**src/rtl/capture_frame_buffer_pkg.sv**
```systemverilog
// Shared widths and the stored entry layout for the capture frame buffer.
package capture_frame_buffer_pkg;

   localparam int unsigned CFB_DW    = 16;
   localparam int unsigned CFB_DEPTH = 16;
   localparam int unsigned CFB_FCW   = 8;

   typedef struct packed {
      logic              last;
      logic [CFB_DW-1:0] data;
   } entry_t;

endpackage

```
**src/rtl/capture_frame_buffer_sync_fifo_fwft.sv**
```systemverilog
// First-word-fall-through synchronous FIFO: storage, pointers and fill level.
module sync_fifo_fwft #(
   parameter int unsigned W     = 17,
   parameter int unsigned DEPTH = 16,
   parameter int unsigned AW    = 4
) (
   input  logic          clk,
   input  logic          rst,
   input  logic          push,
   input  logic          rd_en,
   input  logic [W-1:0]  wdata,
   output logic [W-1:0]  rdata,
   output logic [AW:0]   level,
   output logic          full,
   output logic          valid,
   output logic          pop
);

   logic [W-1:0]  mem_q [DEPTH];
   logic [AW-1:0] wr_ptr_q, wr_ptr_d;
   logic [AW-1:0] rd_ptr_q, rd_ptr_d;
   logic [AW:0]   level_q, level_d;

   always_comb begin
      valid    = (level_q != '0);
      full     = (level_q == (AW+1)'(DEPTH));
      pop      = rd_en && valid;
      wr_ptr_d = push ? wr_ptr_q + AW'(1) : wr_ptr_q;
      rd_ptr_d = pop  ? rd_ptr_q + AW'(1) : rd_ptr_q;
      level_d  = level_q;
      case ({push, pop})
         2'b10:   level_d = level_q + (AW+1)'(1);
         2'b01:   level_d = level_q - (AW+1)'(1);
         default: level_d = level_q;
      endcase
      // Empty FIFO presents zeros so stale RAM never leaks onto the outputs.
      rdata = valid ? mem_q[rd_ptr_q] : '0;
      level = level_q;
   end

   always_ff @(posedge clk) begin
      if (rst) begin
         wr_ptr_q <= '0;
         rd_ptr_q <= '0;
         level_q  <= '0;
      end else begin
         wr_ptr_q <= wr_ptr_d;
         rd_ptr_q <= rd_ptr_d;
         level_q  <= level_d;
      end
   end

   always_ff @(posedge clk) begin
      if (!rst && push) mem_q[wr_ptr_q] <= wdata;
   end

endmodule

```
**src/rtl/capture_frame_buffer.sv**
```systemverilog
// Captures each WREN-high run as a frame, tags its last word, and buffers it for FWFT readout.
module capture_frame_buffer
   import capture_frame_buffer_pkg::*;
#(
   parameter int unsigned DW    = CFB_DW,
   parameter int unsigned DEPTH = CFB_DEPTH,
   parameter int unsigned AW    = 4,
   parameter int unsigned FCW   = CFB_FCW
) (
   input  logic           CLK,
   input  logic           RST,
   input  logic [DW-1:0]  DBUS,
   input  logic           WREN,
   input  logic           RD_EN,
   input  logic           CLR_OVF,
   output logic [DW-1:0]  DOUT,
   output logic           DLAST,
   output logic           DVALID,
   output logic           FULL,
   output logic [AW:0]    LEVEL,
   output logic           OVERFLOW,
   output logic [FCW-1:0] FRAME_CNT
);

   logic [DW-1:0]  hold_data_q, hold_data_d;
   logic           hold_v_q, hold_v_d;
   logic           ovf_q, ovf_d;
   logic [FCW-1:0] fcnt_q, fcnt_d;

   entry_t wr_entry, rd_entry;
   logic   push, accept, drop, pop, inc, dec;

   sync_fifo_fwft #(
      .W     ($bits(entry_t)),
      .DEPTH (DEPTH),
      .AW    (AW)
   ) u_fifo (
      .clk   (CLK),
      .rst   (RST),
      .push  (accept),
      .rd_en (RD_EN),
      .wdata (wr_entry),
      .rdata (rd_entry),
      .level (LEVEL),
      .full  (FULL),
      .valid (DVALID),
      .pop   (pop)
   );

   always_comb begin
      // The held word is last exactly when the window has just closed.
      push          = hold_v_q;
      wr_entry.last = !WREN;
      wr_entry.data = hold_data_q;
      accept        = push && (!FULL || pop);
      drop          = push && !accept;
      hold_v_d      = WREN;
      hold_data_d   = WREN ? DBUS : hold_data_q;

      ovf_d = ovf_q;
      if (drop)         ovf_d = 1'b1;
      else if (CLR_OVF) ovf_d = 1'b0;

      inc    = accept && wr_entry.last;
      dec    = pop && rd_entry.last;
      fcnt_d = fcnt_q;
      if (inc && !dec && fcnt_q != '1) fcnt_d = fcnt_q + FCW'(1);
      else if (dec && !inc)            fcnt_d = fcnt_q - FCW'(1);

      DOUT      = rd_entry.data;
      DLAST     = rd_entry.last;
      OVERFLOW  = ovf_q;
      FRAME_CNT = fcnt_q;
   end

   always_ff @(posedge CLK) begin
      if (RST) begin
         hold_data_q <= '0;
         hold_v_q    <= 1'b0;
         ovf_q       <= 1'b0;
         fcnt_q      <= '0;
      end else begin
         hold_data_q <= hold_data_d;
         hold_v_q    <= hold_v_d;
         ovf_q       <= ovf_d;
         fcnt_q      <= fcnt_d;
      end
   end

endmodule
```
**config.mk**
```make
export PLATFORM = sky130hd
export DESIGN_NAME = capture_frame_buffer
export DESIGN_NICKNAME = d
export VERILOG_FILES = /design/src/rtl/capture_frame_buffer_pkg.sv /design/src/rtl/capture_frame_buffer_sync_fifo_fwft.sv /design/src/rtl/capture_frame_buffer.sv
export SDC_FILE = /design/constraint.sdc
export NUM_CORES = 1
export LEC_CHECK = 0
export BUFFER_PORTS_ARGS = -buffer_cell sky130_fd_sc_hd__buf_2
export CAP_MARGIN = 20
export CORE_ASPECT_RATIO = 0.5
export CORE_UTILIZATION = 33
export DETAILED_ROUTE_END_ITERATION = 8
export GPL_TIMING_DRIVEN = 0
export PLACE_DENSITY = 0.47
export SYNTH_ARGS = -nofsm -noshare
export SYNTH_HDL_FRONTEND = slang
export SYNTH_SLANG_ARGS = --single-unit
```
**constraint.sdc**
```tcl
create_clock -name CLK -period 4.2 [get_ports CLK]
set_input_delay 1.26 -clock CLK [delete_from_list [all_inputs] [get_ports CLK]]
set_output_delay 1.26 -clock CLK [all_outputs]
set_load 0.02 [all_outputs]
```
* Word level (Yosys, flattened, before mapping)
Memory sizes are Yosys's and may differ from the RTL's. A register that Yosys moved wholly into a read port is not among the register bits.
Index checks and enable logic that the tools add are counted.
** Storage, ports and cells
- Memories kept :: 1
- Word-level logic and storage cells :: 48
- Bits in registers :: 39
- Memory bits (writable) :: 272
- Output and inout port bits :: 33
- Bits of input ports :: 21
** Memories
- u_fifo.mem_q :: depth 16, bits a word 17, rd ports 1, clocked after memory_dff 1, write ports 1, RTL line capture_frame_buffer_sync_fifo_fwft.sv:19 : logic [W-1:0] mem_q [DEPTH];
** Cells by class
- Reductions and logical operators :: 20
- Equality and inequality tests :: 4
- $add $sub $neg :: 6
- Mux-type cells :: 10
** Operators by type and width (number)
- $mux W17 :: 1
- $mux W8 :: 2
- $pmux W5 S2 :: 1
- $logic_and A1 B1 Y1 :: 9
- $add A4 B1 Y4 const B :: 2
- $add A8 B1 Y8 const B :: 1
- $mux W4 :: 2
- $ne A8 B8 Y1 const B :: 1
- $sub A8 B1 Y8 const B :: 1
- $logic_not A1 Y1 :: 6
- $reduce_bool A2 Y1 :: 3
- $add A5 B1 Y5 const B :: 1
- $eq A5 B5 Y1 const B :: 1
- $reduce_bool A5 Y1 :: 1
- $sub A5 B1 Y5 const B :: 1
- $mux W1 :: 4
- $eq A2 B1 Y1 const B :: 1
- $eq A2 B2 Y1 const B :: 1
- $logic_or A1 B1 Y1 :: 1

* Logic depth before layout (Yosys ltp)
Gate-level depths: netlist of the first run.
- Depth after elaboration :: 9
- Mapped depth :: 15
- Depth with buffers taken out :: 14

* Modules after synthesis
Synthesis of the first run repeated with hierarchy kept, for this count alone.
** Unflattened totals
- Cells, all modules :: 679
- Area total of the unflattened synthesis :: 12673.4 um^2
** Modules (own cells, without submodules)
- sync_fifo_fwft :: area an instance 11359.6 um^2, cells an instance 540, sequential area each 8508.2 um^2, times used 1
- capture_frame_buffer :: area an instance 1313.8 um^2, cells an instance 139, sequential area each 520.5 um^2, times used 1

* Least setup slack after synthesis of the first run
Ideal clock, no wire load.
- Kind :: input to register
- Start point :: input port RD_EN
- End point :: register fcnt_q[7], in the netlist FRAME_CNT[7]
- Setup time :: 123 ps
- Slack :: 359 ps
- Required time :: 4077 ps
- Stages on the path :: 14
- Data arrival time :: 3717 ps
- Buffers on the path :: 2
- Cells stage by stage :: o31a_1 > buf_6 > clkinv_8 > nor3_1 > o21a_1 > buf_2 > inv_1 > ha_1 > nand3_1 > o211ai_1 > nor4_1 > nor3_1 > mux2i_1 > mux2_1
** Between the ends
- Cells in the longest elaborated chain, start to end :: 7
- Elaborated cells on any way between the ends :: 12
- Those cells by class :: 1 x mux; 11 x reduce/logical
** Ends and longest elaborated chain
- start, declared :: RTL line capture_frame_buffer.sv:14 : input logic RD_EN,
- $logic_and A1 B1 Y1 (*) :: RTL line capture_frame_buffer_sync_fifo_fwft.sv:27 : pop = rd_en && valid;
- $logic_or A1 B1 Y1 :: RTL line capture_frame_buffer.sv:55 : accept = push && (!FULL || pop);
- $logic_and A1 B1 Y1 :: RTL line capture_frame_buffer.sv:55
- $logic_and A1 B1 Y1 :: RTL line capture_frame_buffer.sv:64 : inc = accept && wr_entry.last;
- $logic_and A1 B1 Y1 / $logic_not A1 Y1 (equally long branches) :: RTL line capture_frame_buffer.sv:67, capture_frame_buffer.sv:68
- $logic_and A1 B1 Y1, on equally long branches :: RTL line capture_frame_buffer.sv:67, capture_frame_buffer.sv:68
- $mux W8 / $reduce_bool A2 Y1 (equally long branches)
- end signal, assigned :: RTL line capture_frame_buffer.sv:86 : fcnt_q <= fcnt_d;
- end, declared :: RTL line capture_frame_buffer.sv:28 : logic [FCW-1:0] fcnt_q, fcnt_d;
Mark *: on every way between the ends. The rest lies on a longest branch, timed or not.
A chain may end at the register's enable or synchronous reset.

==> flow_summary.ini, run 1 <==
[placed_design]
dpl.hpwl_um = 19150
portBuffers = 52
dpl_cell_area_um2 = 13640
place_congestion = 0.7347
placed_cells = 1193

[setup_path]
critPathRequiredTime_ns = 2.94
ff2ff_setup_slack_ns = 0.24
cp_max_fo = 10
worstSetupPathType = reg -> out
worstSetupEndpointType = primary output
cp.arrival_ns = 2.81
worstSetupStartpointType = flop

[yosys]
synth_nets = 682
avgSynthCellArea_um2 = 19.33
yosysSeqAreaShare = 0.7252
async_reset_ff_frac = 0
synth-seq-cells = 315
yosys_warnings = 0
synth_cell_type_count = 43
netlist_area_um2 = 12450
syn_inst = 644
synth_edf_count = 272
ys.flop_type = edfxtp_1

[layout]
final_cells = 1254
num_antenna_cells = 0
drive_gt1_frac = 0.3130
fillCellCount = 3318
final_nets = 786
final_area_um2 = 14710
area_growth_pct = 18.15

[die]
dieArea_um2 = 38560
die_w_um = 276.7
start_util = 0.3407
die_y_um = 139.4
core.rowCount = 49
core_um2 = 36540
io-pin-count = 54

[sta]
setup_viol = 0
finalHoldViolCount = 0
layout_min_cycle_time_ns = 4.068
relSlewSlack = 0.4291
tightest_slew_ns = 0.8543
drv_slew = 0
max_clock_freq_mhz = 245.8
fin_crit_sh = 0.9687
skew_ns = 0.01348

[pwr]
p_leak_nw = 4.818
p_int_mw = 5.736
power_density_nw_per_um2 = 546.5
comb_power_share = 0.228
power_frac_seq = 0.447
clkPwrFrac = 0.324
p_sw_mw = 2.303
ir_worst_vdd_v = 0.0002941
switching_share = 0.2865

[detailed_routing]
ant_nets = 0
dr.pass1.iters = 5
via_per_inst = 4.985
routed-via-count = 6251
drcViolationCount = 0
routed_wl_um = 29860
post_drt_wl_per_cell_um = 23.81
drtIter0Drc = 410

[clocking]
clock_latency_ns = 0.57
root_buffer = clkbuf_16
cts_tree = built
hold_buffers = 0
cts.htree.levels = 1
clockBufferDepth = 3
cts.sinks = 315
clk_pin_slew_worst_paths_ns = 0.07
numCtsBuffers = 30

[global_route]
grt_antenna_before_repair = 0
overflow = 0
grt_max_degree = 18
grt_pass1_vias = 6542
grt_pass1_wl_um = 44280
track_usage = 0.1589

[flow_run]
cap_violations = 0

[status]
status = completed

[hold_path]
hold_path_class = reg -> reg
[metal layers]
metal	vias up	GRT usage	wire length, µm
met4	0	0.02807	468
met5	-	0	0
met1	3326	0.2357	14540
met3	36	0.02586	1212
met2	107	0.2490	13630
li1	2782	-	-
[power by group through the flow]
stage	logic [mW]	registers, mW	clock network [mW]
floorplan	1.16	3.69	0
detailed placement	1.81	3.66	0
CTS	1.84	3.60	2.69
global route	2.01	3.61	2.80
finish	1.84	3.60	2.61
global placement	1.78	3.66	0
[cell usage after synthesis, types with 5 or more instances]
library cell,number,area share
and2_1,16,0.0080
edfxtp_1,272,0.66
nor2_1,56,0.017
xor2_1,9,0.0063
clkbuf_1,7,0.0021
mux4_2,84,0.15
buf_2,8,0.0032
nand2_1,13,0.0039
mux2i_1,19,0.015
nand3_1,5,0.0020
buf_1,11,0.0033
dfxtp_1,43,0.069
a21oi_1,15,0.0060
inv_1,14,0.0042
o21ai_0,6,0.0024
ha_1,15,0.015
nor3_1,10,0.0040
[per-stage QoR]
stage	util	worst slack [ns]	power [mW]	setup TNS (ns)	hold WS [ns]
2_1_floorplan	-	0.3592	4.852	0	0.4604
3_3_place_gp	0.3644	-0.2329	5.437	-8.039	0.4615
3_5_place_dp	0.3733	-0.2562	5.472	-1.506	0.4582
4_1_cts	0.4006	0.01499	8.124	0	0.4679
5_1_grt	0.4026	-0.002802	8.426	-0.002802	0.4810
6_report	0.4026	0.1315	8.039	0	0.4679
[cell families (layout without fill, tap and decap cells)]
group / after synthesis / in the layout / share of synthesized area
flops: 315 / 315 / 0.7252
simple gates: 119 / 119 / 0.04653
mux: 105 / 105 / 0.1690
buf+inv: 44 / 170 / 0.01718
compound gates: 31 / 31 / 0.01467
fa+ha+maj: 17 / 17 / 0.01829
xor+xnor: 13 / 13 / 0.009145
[cells in the final DEF (no fill, tap or decap), drive strengths merged, types with 3 or more instances in the layout]
| cell type | Yosys | routed |
|---|---|---|
| inv | 14 | 12 |
| xor2 | 9 | 9 |
| a21oi | 15 | 15 |
| mux2i | 19 | 19 |
| nor3 | 11 | 11 |
| xnor2 | 4 | 4 |
| edfxtp | 272 | 272 |
| nor2b | 3 | 3 |
| buf | 22 | 92 |
| nand2 | 13 | 13 |
| clkinvlp | 0 | 5 |
| clkinv | 1 | 11 |
| nor2 | 57 | 57 |
| clkbuf | 7 | 47 |
| nand4 | 4 | 4 |
| o21ai | 6 | 6 |
| mux4 | 84 | 84 |
| and2 | 16 | 16 |
| dfxtp | 43 | 43 |
| nand3 | 5 | 5 |
| ha | 15 | 15 |
[sequential cells by signal, indices dropped and copies added, names as in the netlist, named ones only]
register / flops
u_fifo.level: 5
u_fifo.wr_ptr_q: 4
hold_v_q: 1
hold_data_q: 16
u_fifo.mem_q: 272
OVERFLOW: 1
FRAME_CNT: 8
u_fifo.rd_ptr_q: 4
[repair_timing]
| item | 4_1_cts | 5_1_grt |
|---|---|---|
| cloned | 0 | 1 |
| endpoints found under the hold margin | 0 | 0 |
| setup buffers | 0 | 7 |
| setup endpoints to repair | 17 | 10 |
| gates resized for setup | 41 | 7 |
[worst paths after layout]
kind / start / end / cells after the start
worst max register to register: flop / FRAME_CNT[7] / 14
worst min register to register: OVERFLOW / OVERFLOW / 2
worst max-delay path: flop / DOUT[7] / 6
worst min-delay path: OVERFLOW / OVERFLOW / 2
[area by class of cell]
class                   count  area [µm²]  share of cell area
repair inverters            1       5.005           0.0003402
inverters                  15       76.32            0.005188
clock inverters            14       127.6            0.008676
plain buffers              28       210.2             0.01429
multi-input cells         285        3278              0.2228
flip-flops and latches    315        9029              0.6138
repair buffers             72       570.5             0.03879
clock buffers              40       808.3             0.05495
well taps                 484       605.6             0.04117
[critical path: stages (launching register included)]
cell	delay (ns)
dfxtp_1	0.42
buf_2	0.32
buf_4	0.33
mux4_2	0.36
mux4_2	0.47
and2_1	0.18
buf_2	0.16
Power figures use the tool's default switching activity.
==> run 2: changes to the inputs <==
Settings changed: PLACE_DENSITY 0.47 to 0.49.
Clock period 4.2 ns to 3.4 ns, I/O delays scaled along.
==> run 2 against run 1 <==
The flow now finishes with violations (setup timing). Global-route usage is 0.13 points lower. Power is 29% higher. Hold slack better by 0.0043 ns. Sequential power is 24% higher. Final area is 2.7% higher. Register-to-register slack worse by 0.36 ns. Sequential cell count stayed put. First-iteration DRC count is 15% higher. Cell count is 1.3% higher. Non-clock buffer count is 17 higher. Critical path type unchanged. Critical endpoint is now DOUT[5]. Largest cell class unchanged. Largest power group unchanged.
==> flow_summary.ini, run 2 (synthesis results as in run 1) <==
[status]
status = finished with violations
violations = setup timing

[setup_path]
r2r_end = FRAME_CNT[7]
cp.arrival_ns = 2.63
worstPathCellList = buf_12 -> buf_12 -> mux4_2 -> mux4_2 -> and2_1 -> buf_2
worstSetupStartpointType = flop
critPathMaxStageDelay_ns = 0.52
critical_path_depth = 6
worstSetupEndpointType = primary output
critPathRequiredTime_ns = 2.38
cp_slowest_cell = mux4_2
cp_max_fo = 10
worstSetupPathType = reg -> out
ff2ff_setup_slack_ns = -0.12
cp.buffers_inverters = 3
critPathTopFamily = multiplexers
reg2reg_depth = 15

[clocking]
root_buffer = clkbuf_16
cts.sinks = 315
numCtsBuffers = 29
hold_buffers = 0
cts.htree.levels = 1
clk_pin_slew_worst_paths_ns = 0.07
clockBufferDepth = 3
clock_latency_ns = 0.57
cts_tree = built

[placed_design]
dpl_cell_area_um2 = 13680
dpl.hpwl_um = 19040
place_congestion = 0.7400
placed_cells = 1195
portBuffers = 52
place_ws_ns = -0.7429

[layout]
area_growth_pct = 21.31
final_cells = 1270
regMostFlops = u_fifo.mem_q
final_nets = 801
final_cell_mix = 272 x edfxtp_1, 84 x mux4_2, 48 x buf_2
layout_commonest_cell = edfxtp_1
fin_util = 0.4134
largest_reg_flops = 272
drive_gt1_frac = 0.3601
num_antenna_cells = 0
final_area_um2 = 15100

[global_route]
overflow = 0
grt_max_degree = 18
grt_pass1_wl_um = 44070
grt_pass1_vias = 6641
grt_antenna_before_repair = 0
track_usage = 0.1576

[detailed_routing]
drcViolationCount = 0
via_per_inst = 4.986
dr.pass1.iters = 4
post_drt_wl_per_cell_um = 23.55
routed-via-count = 6332
ant_nets = 0
routed_wl_um = 29910
drtIter0Drc = 471

[hold_path]
hold_start = OVERFLOW
hold_path_class = reg -> reg
hold_path_depth = 2
min_to = OVERFLOW

[die]
dieArea_um2 = 38560
start_util = 0.3407
io-pin-count = 54
core.rowCount = 49
die_y_um = 139.4
core_um2 = 36540
die_w_um = 276.7

[sta]
relSlewSlack = 0.3214
setup_ws_ns = -0.2454
fin_tns_setup_ns = -3.571
skew_ns = 0.01887
drv_slew = 0
fin_crit_sh = 1.072
tightest_slew_ns = 1.018
grt_setup_unrepaired = yes
layout_min_cycle_time_ns = 3.645
setup_viol = 17
max_clock_freq_mhz = 274.3
finalHoldViolCount = 0

[pwr]
power_density_nw_per_um2 = 685.5
p_leak_nw = 5.002
p_int_mw = 7.391
comb_power_share = 0.251
power_frac_seq = 0.430
clkPwrFrac = 0.319
p_sw_mw = 2.963
ir_worst_vdd_v = 0.0005101
switching_share = 0.2861

[flow_run]
cap_violations = 0
-- run 2: timing repair --
item / CTS / global route
setup buffers: 16 / 5
cloned: 1 / 0
setup endpoints to repair: 24 / 18
resized for setup: 84 / 17
pin swaps: 10 / 12
-- run 2: power groups by stage --
stage / logic [mW] / registers, mW / clock network (mW)
2_1_floorplan: 1.47 / 4.56 / 0
3_3_place_gp: 2.21 / 4.52 / 0
3_5_place_dp: 2.24 / 4.53 / 0
4_1_cts: 2.53 / 4.45 / 3.37
5_1_grt: 2.80 / 4.48 / 3.51
6_report: 2.60 / 4.46 / 3.30
-- run 2: worst max-delay path by stage --
| stage | from | endpoint | slack (ns) |
|---|---|---|---|
| after floorplan | RD_EN | FRAME_CNT[7] | -0.10 |
| after global placement | RST | u_fifo.mem_q[2][8] | -0.82 |
| after detailed placement | u_fifo.level[0] | FRAME_CNT[7] | -0.74 |
| after CTS | flop | DOUT[5] | -0.30 |
| after global routing | flop | DOUT[12] | -0.33 |
| final | flop | DOUT[5] | -0.25 |
-- run 2: per-layer routing --
| metal | wire length (µm) | vias to the layer above | global-route usage |
|---|---|---|---|
| met1 | 14280 | 3371 | 0.2268 |
| met5 | 0 | - | 0 |
| met2 | 13940 | 114 | 0.2544 |
| li1 | - | 2810 | - |
| met4 | 545 | 0 | 0.03304 |
| met3 | 1144 | 37 | 0.02384 |
-- run 2: worst reg2reg max path, cell delays in order (launching register included) --
cell	delay, ns
dfxtp_2	0.35
buf_12	0.13
mux4_2	0.51
mux2i_1	0.20
mux2_4	0.20
o21a_1	0.14
buf_6	0.11
clkinvlp_4	0.10
buf_12	0.15
ha_4	0.28
nand3_2	0.06
o211ai_1	0.26
nor4_1	0.08
nor3_1	0.20
mux2i_1	0.28
mux2_1	0.35
-- run 2: area by class of cell --
cell class                      count  area, µm²
Tap cell                          484      605.6
Multi-Input combinational cell    285       3372
Fill cell                        3289      21440
Clock buffer                       40      859.6
Clock inverter                     14      110.1
Buffer                             29      334.1
Sequential cell                   315       9037
Inverter                           15      76.32
Timing Repair Buffer               88      709.4
-- run 2: per-stage QoR --
stage	hold slack (ns)	total power, mW
after floorplan	0.4604	6.031
after global placement	0.4583	6.736
after detailed placement	0.4669	6.772
after CTS	0.4772	10.35
after global routing	0.5364	10.78
final	0.4722	10.35
==> run 3: changes to the inputs <==
Settings changed: CORE_UTILIZATION 33 to 45, PLACE_DENSITY 0.49 to 0.63.
==> run 3 against run 2 <==
The flow still finishes with violations (setup timing). Non-clock buffer count increased by 8. Hold slack improved by 0.0057 ns. Critical endpoint is now DOUT[13]. Cell count shrank 9.9%. Combinational power up 7.7%. Via count up 0.90%. Sequential cell count did not move.
==> flow_summary.ini, run 3 (synthesis results as in run 1) <==
[setup_path]
worstSetupPathType = reg -> out
worstSetupEndpointType = primary output
cp_slowest_cell = mux4_2
worstPathCellList = buf_12 -> buf_12 -> buf_16 -> mux4_2 -> mux4_2 -> and2_4 -> buf_6
cp.arrival_ns = 2.58
cp_max_fo = 6
critPathRequiredTime_ns = 2.38
worstSetupStartpointType = flop
critPathMaxStageDelay_ns = 0.49

[clocking]
clk_pin_slew_worst_paths_ns = 0.07
hold_buffers = 0
clockBufferDepth = 3
clock_latency_ns = 0.55
root_buffer = clkbuf_16
numCtsBuffers = 28
cts_tree = built
cts.sinks = 315
cts.htree.levels = 1

[status]
violations = setup timing
status = finished with violations

[layout]
final_cell_mix = 272 x edfxtp_1, 84 x mux4_2, 41 x buf_2
drive_gt1_frac = 0.3737
fin_util = 0.5652
final_nets = 808
layout_commonest_cell = edfxtp_1
num_antenna_cells = 0
largest_reg_flops = 272
regMostFlops = u_fifo.mem_q
area_growth_pct = 21.66

[pwr]
ir_worst_vdd_v = 0.0005903
p_int_mw = 7.464
clkPwrFrac = 0.300
power_frac_seq = 0.430
switching_share = 0.2788
power_density_nw_per_um2 = 683.3
p_leak_nw = 5.067
comb_power_share = 0.270
p_sw_mw = 2.886

[sta]
finalHoldViolCount = 0
setup_ws_ns = -0.2033
tightest_slew_ns = 0.9113
whs_ns = 0.4779
grt_setup_unrepaired = yes
fin_crit_sh = 1.060
fin_tns_setup_ns = -3.025
relSlewSlack = 0.3925
max_clock_freq_mhz = 277.5
skew_ns = 0.02057
drv_slew = 0
layout_min_cycle_time_ns = 3.603
setup_viol = 17

[global_route]
grt_pass1_wl_um = 41300
grt_max_degree = 18
grt_pass1_vias = 6574
overflow = 0
track_usage = 0.2012
grt_antenna_before_repair = 0

[die]
dieArea_um2 = 28380
core_um2 = 26800
io-pin-count = 54
core.rowCount = 42
start_util = 0.4646
die_w_um = 237.2
die_y_um = 119.6

[placed_design]
place_congestion = 0.7479
dpl.hpwl_um = 18070
place_ws_ns = -0.6136
portBuffers = 52

[detailed_routing]
drcViolationCount = 0
routed-via-count = 6389
wl_met2_um = 12760
highest_layer = met4
wl_met1_um = 12530
post_drt_wl_per_cell_um = 23.98
via_per_inst = 5.585
dr.pass1.iters = 4
drtIter0Drc = 522
ant_nets = 0
wl_met3_um = 1606
routed_wl_um = 27440

[hold_path]
hold_path_class = reg -> reg

[flow_run]
cap_violations = 0
-- run 3: changes by cell type in the layout (fill, tap and decap cells not counted), sizes merged --
cell,previous run,this run
buf,110,118
clkinvlp,2,6
clkbuf,47,44
clkinv,12,9
bufinv,1,2
inv,14,13
-- run 3: through the flow --
step,std cells,power (mW),area (µm²)
finish,1144,10.35,15150
global route,1144,10.79,15150
CTS,1142,10.39,15110
detailed placement,1066,6.734,13590
global placement,1048,6.679,13210
floorplan,644,6.031,12510
-- run 3: metal layers --
metal,global-route usage,up-vias
li1,-,2829
met1,0.2955,3328
met2,0.3178,197
met3,0.03359,35
met4,0.04677,0
met5,0,-
-- run 3: power by group through the flow --
stage / clock, mW / combinational (mW) / sequential [mW]
floorplan: 0 / 1.47 / 4.56
global placement: 0 / 2.16 / 4.52
detailed placement: 0 / 2.21 / 4.52
CTS: 3.15 / 2.80 / 4.44
global route: 3.31 / 3.01 / 4.47
finish: 3.10 / 2.80 / 4.45
-- run 3: worst paths after layout --
| check | slack (ns) | startpoint | to | cells past startpoint |
|---|---|---|---|---|
| worst min-delay path | 0.48 | OVERFLOW | OVERFLOW | 2 |
| worst max-delay path | -0.20 | flop | DOUT[13] | 7 |
| worst max register to register | 0 | flop | FRAME_CNT[7] | 15 |
| worst min register to register | 0.48 | OVERFLOW | OVERFLOW | 2 |
-- run 3: cell type report --
type                    instances  area, µm²
fillers                      2044      11650
multi-input cells             285       3362
repair buffers                 96       1002
well taps                     352      440.4
flip-flops and latches        315       9039
clock inverters                15      145.1
plain buffers                  29      321.6
clock buffers                  37      764.5
inverters                      15      72.57
-- run 3: what timing repair did --
item	in CTS	in global routing
gates resized for setup	114	7
buffers inserted	20	2
gates cloned	4	0
setup endpoints to repair	22	19
pin swaps	10	5
-- run 3: worst max-delay path: cells and delay by family, from the launching register on --
| kind | cells | cell delay [ns] |
|---|---|---|
| and+or+nand+nor | 1 | 0.18 |
| buffers and inverters | 4 | 0.53 |
| DFF | 1 | 0.37 |
| muxes | 2 | 0.97 |
